==> config.mk <==
export PLATFORM = sky130hd
export DESIGN_NAME = prog_fifo
export DESIGN_NICKNAME = d
export VERILOG_FILES = /design/src/rtl/prog_fifo_pkg.sv /design/src/rtl/prog_fifo_mem.sv /design/src/rtl/prog_fifo.sv
export SDC_FILE = /design/constraint.sdc
export NUM_CORES = 1
export LEC_CHECK = 0
export CORE_MARGIN = 2
export CORE_UTILIZATION = 35
export DETAILED_ROUTE_END_ITERATION = 12
export GPL_TIMING_DRIVEN = 0
export PLACE_DENSITY = 0.58
export SLEW_MARGIN = 20
export SYNTH_ARGS = -nofsm -noshare
export SYNTH_HDL_FRONTEND = slang
export SYNTH_SLANG_ARGS = --single-unit
==> constraint.sdc <==
create_clock -name clk -period 3.2 [get_ports clk]
set_clock_uncertainty 0.15 [all_clocks]
set_input_delay 0.96 -clock clk [delete_from_list [all_inputs] [get_ports clk]]
set_output_delay 0.96 -clock clk [all_outputs]
set_load 0.02 [all_outputs]
==> src/rtl/prog_fifo_pkg.sv <==
// Shared types for the programmable-threshold FIFO.
package prog_fifo_pkg;

   typedef enum logic {MODE_STD, MODE_FWFT} fifo_mode_e;

endpackage

==> src/rtl/prog_fifo_mem.sv <==
// WIDTH x DEPTH register array: one synchronous write port, one asynchronous read port.
module prog_fifo_mem #(
   parameter int WIDTH = 8,
   parameter int DEPTH = 16,
   parameter int AW    = $clog2(DEPTH)
) (
   input  logic             clk,
   input  logic             we,
   input  logic [AW-1:0]    waddr,
   input  logic [WIDTH-1:0] wdata,
   input  logic [AW-1:0]    raddr,
   output logic [WIDTH-1:0] rdata
);

   logic [WIDTH-1:0] mem [DEPTH];

   always_ff @(posedge clk) begin
      if (we) mem[waddr] <= wdata;
   end

   assign rdata = mem[raddr];

endmodule

==> src/rtl/prog_fifo.sv <==
// Single-clock FIFO with programmable almost-full/almost-empty thresholds,
// fill level, registered ack/overflow/underflow pulses and STD or FWFT read path.
module prog_fifo
   import prog_fifo_pkg::*;
#(
   parameter int         WIDTH = 8,
   parameter int         DEPTH = 16,
   parameter fifo_mode_e MODE  = MODE_STD,
   localparam int        AW    = $clog2(DEPTH),
   localparam int        LW    = AW + 1
) (
   input  logic             clk,
   input  logic             rst,
   input  logic             wr_en,
   input  logic [WIDTH-1:0] din,
   input  logic             rd_en,
   input  logic [LW-1:0]    af_thresh,
   input  logic [LW-1:0]    ae_thresh,
   output logic [WIDTH-1:0] dout,
   output logic             rd_valid,
   output logic             wr_ack,
   output logic             overflow,
   output logic             underflow,
   output logic             full,
   output logic             empty,
   output logic             almost_full,
   output logic             almost_empty,
   output logic [LW-1:0]    level
);

   logic [AW-1:0]    wr_ptr;
   logic [AW-1:0]    rd_ptr;
   logic             wr_acc;
   logic             rd_acc;
   logic [WIDTH-1:0] rd_data;

   // Acceptance is decided from the registered level, so a write at full is
   // rejected even if a read frees a slot in the same cycle.
   assign full   = (level == LW'(DEPTH));
   assign empty  = (level == '0);
   assign wr_acc = wr_en && !full;
   assign rd_acc = rd_en && !empty;

   // Threshold corner cases fall out of the plain compares since level <= DEPTH.
   assign almost_full  = (level >= af_thresh);
   assign almost_empty = (level <= ae_thresh);

   always_ff @(posedge clk) begin
      if (rst) begin
         wr_ptr    <= '0;
         rd_ptr    <= '0;
         level     <= '0;
         wr_ack    <= 1'b0;
         overflow  <= 1'b0;
         underflow <= 1'b0;
      end else begin
         if (wr_acc) wr_ptr <= wr_ptr + AW'(1);
         if (rd_acc) rd_ptr <= rd_ptr + AW'(1);
         if (wr_acc && !rd_acc)      level <= level + LW'(1);
         else if (rd_acc && !wr_acc) level <= level - LW'(1);
         wr_ack    <= wr_acc;
         overflow  <= wr_en && full;
         underflow <= rd_en && empty;
      end
   end

   prog_fifo_mem #(.WIDTH(WIDTH), .DEPTH(DEPTH), .AW(AW)) u_mem (
      .clk   (clk),
      .we    (wr_acc && !rst),
      .waddr (wr_ptr),
      .wdata (din),
      .raddr (rd_ptr),
      .rdata (rd_data)
   );

   generate
      if (MODE == MODE_FWFT) begin : g_fwft
         assign dout     = rd_data;
         assign rd_valid = !empty;
      end else begin : g_std
         always_ff @(posedge clk) begin
            if (rst) begin
               dout     <= '0;
               rd_valid <= 1'b0;
            end else begin
               rd_valid <= rd_acc;
               if (rd_acc) dout <= rd_data;
            end
         end
      end
   endgenerate

endmodule

== After elaboration in Yosys (flattened, before gate mapping) ==
Memories as Yosys holds them, arrays and structs flattened. A register that Yosys moved wholly into a read port is not among the register bits.
Index checks and enable logic that the tools add are counted.

* Muxes and demuxes: 4
* $lt $le $gt $ge: 2
* Add/sub/neg operators: 4
* Equal/unequal tests: 1
* Reductions and logical operators: 14

{| class="wikitable"
|+ Operators by type and width
! cell !! count
|-
| two-way mux 5 bit || 2
|-
| adder 4 x 1 -> 4 bit, second input constant || 2
|-
| logical AND 1 bit || 7
|-
| adder 5 x 1 -> 5 bit, second input constant || 1
|-
| equality test 5 bit, second input constant || 1
|-
| >= comparator 5 bit || 1
|-
| less-or-equal comparator 5 bit || 1
|-
| zero test 1 bit || 5
|-
| zero test 5 bit || 1
|-
| subtractor 5 x 1 -> 5 bit, second input constant || 1
|-
| two-way mux 1 bit || 2
|-
| nonzero test 2 bit || 1
|}

* Output and inout bits: 21
* Memories kept: 1
* RAM bits: 128
* Logic and storage cells: 33
* Register bits: 17
* Input port bits: 22

{| class="wikitable"
|+ Memory list
! name !! depth !! bits a word !! read ports !! clocked after memory_dff !! write ports !! line !! text
|-
| u_mem.mem || 16 || 8 || 1 || 1 || 1 || prog_fifo_mem.sv:15 || <nowiki>logic [WIDTH-1:0] mem [DEPTH];</nowiki>
|}

== Depth between registers and ports, before layout ==
Gate-level depths: netlist of the first run.

* Depth after elaboration: 7
* Depth in mapped cells: 12
* Mapped depth without buffers: 11

== Hierarchy ==
Synthesis of the first run repeated with hierarchy kept, for this count alone.

* Cell total of the unflattened synthesis: 371
* Area total of the unflattened synthesis: 6358.6 um2

{| class="wikitable"
|+ Modules (own cells, without submodules)
! module !! cells each !! area an instance (um2) !! instances
|-
| prog_fifo_mem || 221 || 4987.3 || 1
|-
| prog_fifo || 150 || 1371.3 || 1
|}

== Worst setup path after synthesis of the first run ==
Ideal clock, no wire load.

* Path kind: in2out
* Start point: in ae_thresh[1]
* End point: out almost_empty
* Required time: 2.090 ns
* Arrival time: 2.211 ns
* Path slack: -0.121 ns
* Buffers on the path: 0
* Cell stages on the path: 7
* Path through: inv_1 > ha_1 > nor2b_1 > o21a_1 > o21a_1 > o21a_1 > o22ai_1

* Word-level cells in the longest chain between the ends: 1

{| class="wikitable"
|+ RTL lines
! what !! line !! text
|-
| start: declaration || prog_fifo.sv:18 || <nowiki>input logic [LW-1:0] ae_thresh,</nowiki>
|-
| less-or-equal comparator 5 bit || prog_fifo.sv:46 || <nowiki>assign almost_empty = (level <= ae_thresh);</nowiki>
|-
| end: declaration || prog_fifo.sv:27 || <nowiki>output logic almost_empty,</nowiki>
|}

No other way between the ends.

== Worst setup path in the final report of the first run ==
* Start point: in ae_thresh[4]
* End point: out almost_empty

The elaborated chain is that of the path after synthesis.

==> results.py, run 1 <==
metrics = {
    "placed_design": {
        "dp_hpwl_um": 9520,
        "port_buffers": 41,
        "place.gp.congestion": 0.803,
        "dp.cells": 701,
    },
    "cts": {
        "cts_tree": "built",
        "cts_made_buffers": 17,
        "clock_path_buffers": 2,
        "cts_max_level": 4,
        "clk_latency_ns": 0.43,
        "clk_pin_slew_worst_paths_ns": 0.07,
        "clock_sinks": 153,
        "ctsHoldBuffers": 0,
        "root_buffer": "clkbuf_16",
    },
    "timing": {
        "slew_headroom_pct": 39.9,
        "rsz0062_at_grt": "yes",
        "min_period_ns": 3.30,
        "hold_slack_ns": 0.360,
        "finalSetupViolations": 1,
        "fin_crit_sh_pct": 103,
        "worst_slack_ns": -0.0980,
        "worst_pin_slew_ns": 0.899,
        "hold_viol_final": 0,
        "fmax_mhz": 303,
        "drv_slew": 0,
    },
    "layout": {
        "fillCellCount": 1610,
        "fin_cells": 736,
        "finish.utilization_pct": 43.7,
        "antenna_cells": 0,
        "area_growth_syn_to_layout_pct": 23.4,
        "regArea_um2": 4350,
        "drive_above_1_share_pct": 16.6,
        "layout.nets": 536,
        "multi_input_comb_area_um2": 1950,
    },
    "status": {
        "status": "complete, but fails checks",
        "violations": "negative setup slack",
    },
    "route": {
        "drt_iter0_markers": 267,
        "first_pass_iters": 4,
        "routedWlPerCell_um": 19.0,
        "postRouteAntennaNets": 0,
        "wl_um": 14000,
        "drc": 0,
        "dr_total_vias": 3723,
        "via_per_inst": 5.06,
    },
    "die": {
        "initial_core_util_pct": 35.4,
        "die_h_um": 139,
        "row_count": 49,
        "fp.dieW_um": 139,
        "io_pins": 43,
        "die_area_um2": 19200,
        "core-area_um2": 17900,
    },
    "yosys": {
        "yosys.area.top_type": "edfxtp_1",
        "synth_top_cell_area_share_pct": 60.6,
        "synth-seq-cells": 153,
        "synth_nets": 473,
        "ys_seq_area_share_pct": 68.5,
        "ys_types": 39,
        "syn_area_um2": 6350,
        "postSynthCellCount": 431,
        "ys_top_cells_by_area": "edfxtp_1 (61%), mux2i_1 (10%), dfxtp_1 (7.9%), ha_1 (3.7%), o22ai_1 (3.3%)",
        "yosys_warnings": 0,
        "avgSynthCellArea_um2": 14.7,
    },
    "worst_setup_path": {
        "rrSetupSlack_ns": 0.17,
        "reg2reg_depth": 11,
        "cp_data_required_time_ns": 2.09,
        "reg2reg_to": "level[4]$_SDFFE_PP0P_",
        "cp-startpoint": "ae_thresh[4]",
        "cp_max_fo": 2,
        "setup.worst_path.end": "almost_empty",
        "worst_r2r_startpoint": "level[1]$_SDFFE_PP0P_",
        "arrival_ns": 2.19,
        "crit_path_end_kind": "output pin",
        "criticalPathCategory": "input pin to output pin",
        "cp-start-kind": "input pin",
    },
    "global_route": {
        "grt_pass1_wl_um": 21400,
        "grt_max_degree": 17,
        "grt_pass1_vias": 3698,
        "overflow": 0,
        "antenna_found_initial": 0,
        "track_usage_pct": 15.0,
    },
    "pwr": {
        "finalPower_mw": 5.79,
        "max-vdd-ir-drop_mv": 0.465,
        "power.density_nw_per_um2": 739,
        "power.leakage_nw": 2.62,
    },
    "run": {
        "maxCapViolCount": 0,
    },
    "min_path": {
        "hp-class": "flop to flop",
    },
}
==> cell usage in the layout (no fill, tap or decap), types with 5 or more instances in the layout <==
| cell type | instances |
|---|---|
| dfxtp_1 | 21 |
| xor2_1 | 5 |
| a211oi_1 | 8 |
| buf_4 | 10 |
| clkbuf_16 | 17 |
| clkbuf_1 | 7 |
| o22ai_1 | 32 |
| mux2i_1 | 66 |
| inv_6 | 7 |
| ha_1 | 13 |
| nand2_1 | 11 |
| nor4_1 | 8 |
| inv_1 | 11 |
| edfxtp_1 | 128 |
| clkdlybuf4s50_1 | 30 |
| a21oi_1 | 5 |
| nor2_1 | 43 |
| buf_2 | 5 |
==> registers in the layout, indices dropped and copies added, names as in the netlist <==
| signal | count |
|---|---|
| rd_valid | 1 |
| wr_ack | 1 |
| dout | 8 |
| u_mem.mem | 128 |
| level | 5 |
| wr_ptr | 4 |
| underflow | 1 |
| overflow | 1 |
| rd_ptr | 4 |
==> logic make-up (layout without fill, tap and decap cells) <==
family | count (synthesis) | after routing | synth area share, %
buffers and inverters | 37 | 113 | 2.96
muxes | 67 | 67 | 10.6
adders and majority gates | 20 | 20 | 4.06
xor gates and xnor gates | 9 | 9 | 1.36
DFF | 153 | 153 | 68.5
AOI/OAI and AO/OA | 57 | 57 | 5.86
and+or+nand+nor | 88 | 88 | 6.72
==> critical path: stages <==
cell             delay (ns)
clkdlybuf4s50_1        0.45
inv_1                  0.05
ha_1                   0.28
nand4_1                0.12
o22ai_4                0.18
buf_6                  0.14
==> Yosys cell counts, drive strengths merged <==
library cell  instances
and2b                 1
dfxtp                25
o22ai                33
nor4                  9
nor2                 43
clkbuf                7
nor3                  4
a211oi                8
nand3b                3
mux2                  1
buf                  13
nand2b                4
xor2                  6
or3                   1
o21ai                 1
mux2i                66
clkinv                1
nor3b                 1
ha                   19
inv                  16
nand4                 3
a21oi                 8
a21o                  2
nand2                12
nor2b                 3
edfxtp              128
fa                    1
a21boi                1
and3b                 1
nand3                 1
or4                   1
o21a                  4
xnor2                 3
and2                  1
==> where the power goes <==
group / total, mW / switching (mW) / internal (mW)
sequential: 2.39 / 0.113 / 2.28
clock: 2.10 / 0.847 / 1.26
combinational: 1.29 / 0.713 / 0.578
==> metrics by stage <==
stage,cell area (µm²),setup slack [ns],setup TNS [ns]
after floorplan,6360,0.0141,0
after global placement,7060,-1.06,-27.36
after detailed placement,7070,-1.08,-24.41
after CTS,7780,-0.135,-0.199
after global routing,7830,-0.160,-0.160
final,7830,-0.0980,-0.0980
==> routing by layer <==
layer | up-vias | GRT usage, % | part of all wire (%)
met5 | - | 0 | 0
met4 | 0 | 8.40 | 3.9
met3 | 34 | 3.83 | 4.8
met2 | 84 | 23.9 | 48
met1 | 1842 | 18.8 | 43
li1 | 1763 | - | -
==> cell type report <==
class                           instances  share of cell area (%)
Inverter                               17                   0.911
Clock buffer                           17                    5.43
Clock inverter                         15                    2.54
Buffer                                 20                    1.52
Multi-Input combinational cell        241                    24.9
Tap cell                              229                    3.66
Sequential cell                       153                    55.6
Timing Repair Buffer                   44                    5.47
==> repair_timing <==
item	CTS	global route
pin swaps	12	10
endpoints found under the setup margin	13	5
setup buffers	1	2
endpoints found under the hold margin	0	0
resized for setup	41	13
==> worst min-delay path by stage <==
stage                                       from                     end  cells past startpoint
after global routing        dout[5]$_SDFFE_PP0P_    dout[5]$_SDFFE_PP0P_                      2
final                       dout[5]$_SDFFE_PP0P_    dout[5]$_SDFFE_PP0P_                      2
after floorplan           wr_ptr[0]$_SDFFE_PP0P_  wr_ptr[0]$_SDFFE_PP0P_                      2
after detailed placement    dout[5]$_SDFFE_PP0P_    dout[5]$_SDFFE_PP0P_                      2
after global placement      dout[7]$_SDFFE_PP0P_    dout[7]$_SDFFE_PP0P_                      2
after CTS                   dout[5]$_SDFFE_PP0P_    dout[5]$_SDFFE_PP0P_                      2
Note: power is estimated with default switching activity, not from simulation.
==> run 2: changes to the inputs <==
--- a/config.mk
+++ b/config.mk
@@ -5,6 +5,7 @@
 export SDC_FILE = /design/constraint.sdc
 export NUM_CORES = 1
 export LEC_CHECK = 0
+export CAP_MARGIN = 20
 export CORE_MARGIN = 2
 export CORE_UTILIZATION = 35
 export DETAILED_ROUTE_END_ITERATION = 12
==> results of run 2 <==
The final DEF is identical to that of run 1; final timing and power are the same.
==> run 3: changes to the inputs <==
--- a/config.mk
+++ b/config.mk
@@ -7,10 +7,10 @@
 export LEC_CHECK = 0
 export CAP_MARGIN = 20
 export CORE_MARGIN = 2
-export CORE_UTILIZATION = 35
+export CORE_UTILIZATION = 49
 export DETAILED_ROUTE_END_ITERATION = 12
 export GPL_TIMING_DRIVEN = 0
-export PLACE_DENSITY = 0.58
+export PLACE_DENSITY = 0.74
 export SLEW_MARGIN = 20
 export SYNTH_ARGS = -nofsm -noshare
 export SYNTH_HDL_FRONTEND = slang
==> run 3 against run 2 <==
Compared with the run above:
- the flow still finishes with violations (negative setup slack)
- global-route usage is 4.4 points higher
- sequential power barely moved
- register-to-register slack got worse by 0.05 ns
- sequential share of layout area grew 0.18 points
- maximum frequency rose by 0.47%
- routed wire length down 6.1%
- largest power group unchanged
==> results.py, run 3 (same netlist as run 1, synthesis figures left out) <==
metrics = {
    "layout": {
        "finish.utilization_pct": 61.8,
        "final_cell_mix": "edfxtp_1 (128), mux2i_1 (66), nor2_1 (43)",
        "top_regs": "u_mem.mem x128, dout x8, level x5",
        "largest_reg_flops": 128,
        "antenna_cells": 0,
        "mostFrequentLayoutCell": "edfxtp_1",
        "area_growth_syn_to_layout_pct": 22.9,
        "fin_cells": 681,
        "fin_area_um2": 7800,
        "layout.nets": 539,
        "drive_above_1_share_pct": 16.5,
        "top_register": "u_mem.mem",
    },
    "min_path": {
        "hp-class": "flop to flop",
        "holdCritStartpoint": "dout[4]$_SDFFE_PP0P_",
    },
    "timing": {
        "fin_tns_setup_ns": -0.0825,
        "worst_slack_ns": -0.0825,
        "hold_viol_final": 0,
        "fin_crit_sh_pct": 103,
        "drv_slew": 0,
        "slew_headroom_pct": 46.2,
        "worst_pin_slew_ns": 0.804,
        "hold_slack_ns": 0.358,
        "min_period_ns": 3.28,
        "fmax_mhz": 305,
        "finalSetupViolations": 1,
        "rsz0062_at_grt": "yes",
    },
    "global_route": {
        "grt_max_degree": 17,
        "antenna_found_initial": 0,
        "overflow": 0,
        "grt_pass1_wl_um": 19800,
        "track_usage_pct": 19.4,
        "grt_pass1_vias": 3631,
    },
    "route": {
        "dr_total_vias": 3724,
        "drt_iter0_markers": 248,
        "wl_um": 13100,
        "first_pass_iters": 6,
        "drc": 0,
        "routedWlPerCell_um": 19.3,
        "postRouteAntennaNets": 0,
        "via_per_inst": 5.47,
    },
    "worst_setup_path": {
        "cp-startpoint": "ae_thresh[1]",
        "crit_path_end_kind": "output pin",
        "crit_slowest_cell": "ha_4",
        "cp-start-kind": "input pin",
        "worst_r2r_startpoint": "level[1]$_SDFFE_PP0P_",
        "cp_max_fo": 2,
        "crit_chain": "buf_6 -> inv_4 -> ha_4 -> nor2b_4 -> o21a_1 -> o21a_1 -> o21a_1 -> o22ai_4 -> buf_6",
        "cpMostUsedCell": "o21a_1",
        "criticalPathCategory": "input pin to output pin",
        "arrival_ns": 2.17,
        "crit_path_max_incr_delay_ns": 0.19,
        "cp_data_required_time_ns": 2.09,
    },
    "run": {
        "maxCapViolCount": 0,
    },
    "pwr": {
        "power.leakage_nw": 2.63,
        "max-vdd-ir-drop_mv": 0.502,
        "power.density_nw_per_um2": 743,
    },
    "die": {
        "initial_core_util_pct": 50.3,
        "core-area_um2": 12600,
        "die_h_um": 118,
        "io_pins": 43,
        "row_count": 41,
        "die_area_um2": 13900,
        "fp.dieW_um": 118,
    },
    "placed_design": {
        "place.gp.congestion": 0.819,
        "dp.cells": 644,
        "place_area_um2": 7000,
        "port_buffers": 41,
        "dp_hpwl_um": 8580,
    },
    "cts": {
        "cts_tree": "built",
        "clk_latency_ns": 0.42,
        "cts_max_level": 4,
        "clock_path_buffers": 2,
        "clock_sinks": 153,
        "ctsHoldBuffers": 0,
        "cts_made_buffers": 17,
        "root_buffer": "clkbuf_16",
        "clk_pin_slew_worst_paths_ns": 0.06,
    },
    "status": {
        "violations": "negative setup slack",
        "status": "complete, but fails checks",
    },
}
## run 3: layout make-up
cell class | count | area (µm²)
buffer | 20 | 119
clock buffer | 18 | 429
clock inverter | 13 | 194
fill | 953 | 4820
inverter | 17 | 71.3
multi-input combinational | 241 | 1960
sequential | 153 | 4350
tap | 172 | 215
timing repair buffer | 47 | 462
## run 3: worst paths after layout
path                                              end  slack (ns)  depth (start not counted)
worst min-delay path             dout[4]$_SDFFE_PP0P_        0.36                          2
worst max-delay path                     almost_empty       -0.08                          9
worst min register to register   dout[4]$_SDFFE_PP0P_        0.36                          2
worst max register to register  level[4]$_SDFFE_PP0P_        0.12                         11
## run 3: metrics by stage
stage          setup WS (ns)  total power [mW]
2_1_floorplan         0.0141              3.16
3_3_place_gp           -1.04              3.55
3_5_place_dp           -1.08              3.59
4_1_cts               -0.131              5.74
5_1_grt               -0.143              6.03
6_report             -0.0825              5.80
## run 3: critical path: cells and delay by family
kind	cells	cell delay, ns
adders and majority gates	1	0.19
AOI/OAI and AO/OA	4	0.62
and+or+nand+nor	1	0.12
buffers and inverters	3	0.28
## run 3: routing by layer
layer	wire length, µm	part of all wire [%]	GRT usage (%)	vias to the layer above
met4	200	1.5	7.08	0
met3	640	4.9	4.89	16
met5	0	0	0	-
li1	-	-	-	1760
met1	5470	42	24.4	1860
met2	6830	52	32.8	88
## run 3: timing repair
| item | CTS | global route |
|---|---|---|
| pin swaps | 13 | 11 |
| setup buffers | 2 | 4 |
| gates resized for setup | 38 | 16 |
| setup endpoints to repair | 10 | 5 |
## run 3: report_power, final
group | internal, mW | total (mW) | switching (mW)
registers | 2.28 | 2.39 | 0.112
logic | 0.599 | 1.31 | 0.707
clock network | 1.31 | 2.10 | 0.788
total | 4.19 | 5.80 | 1.61
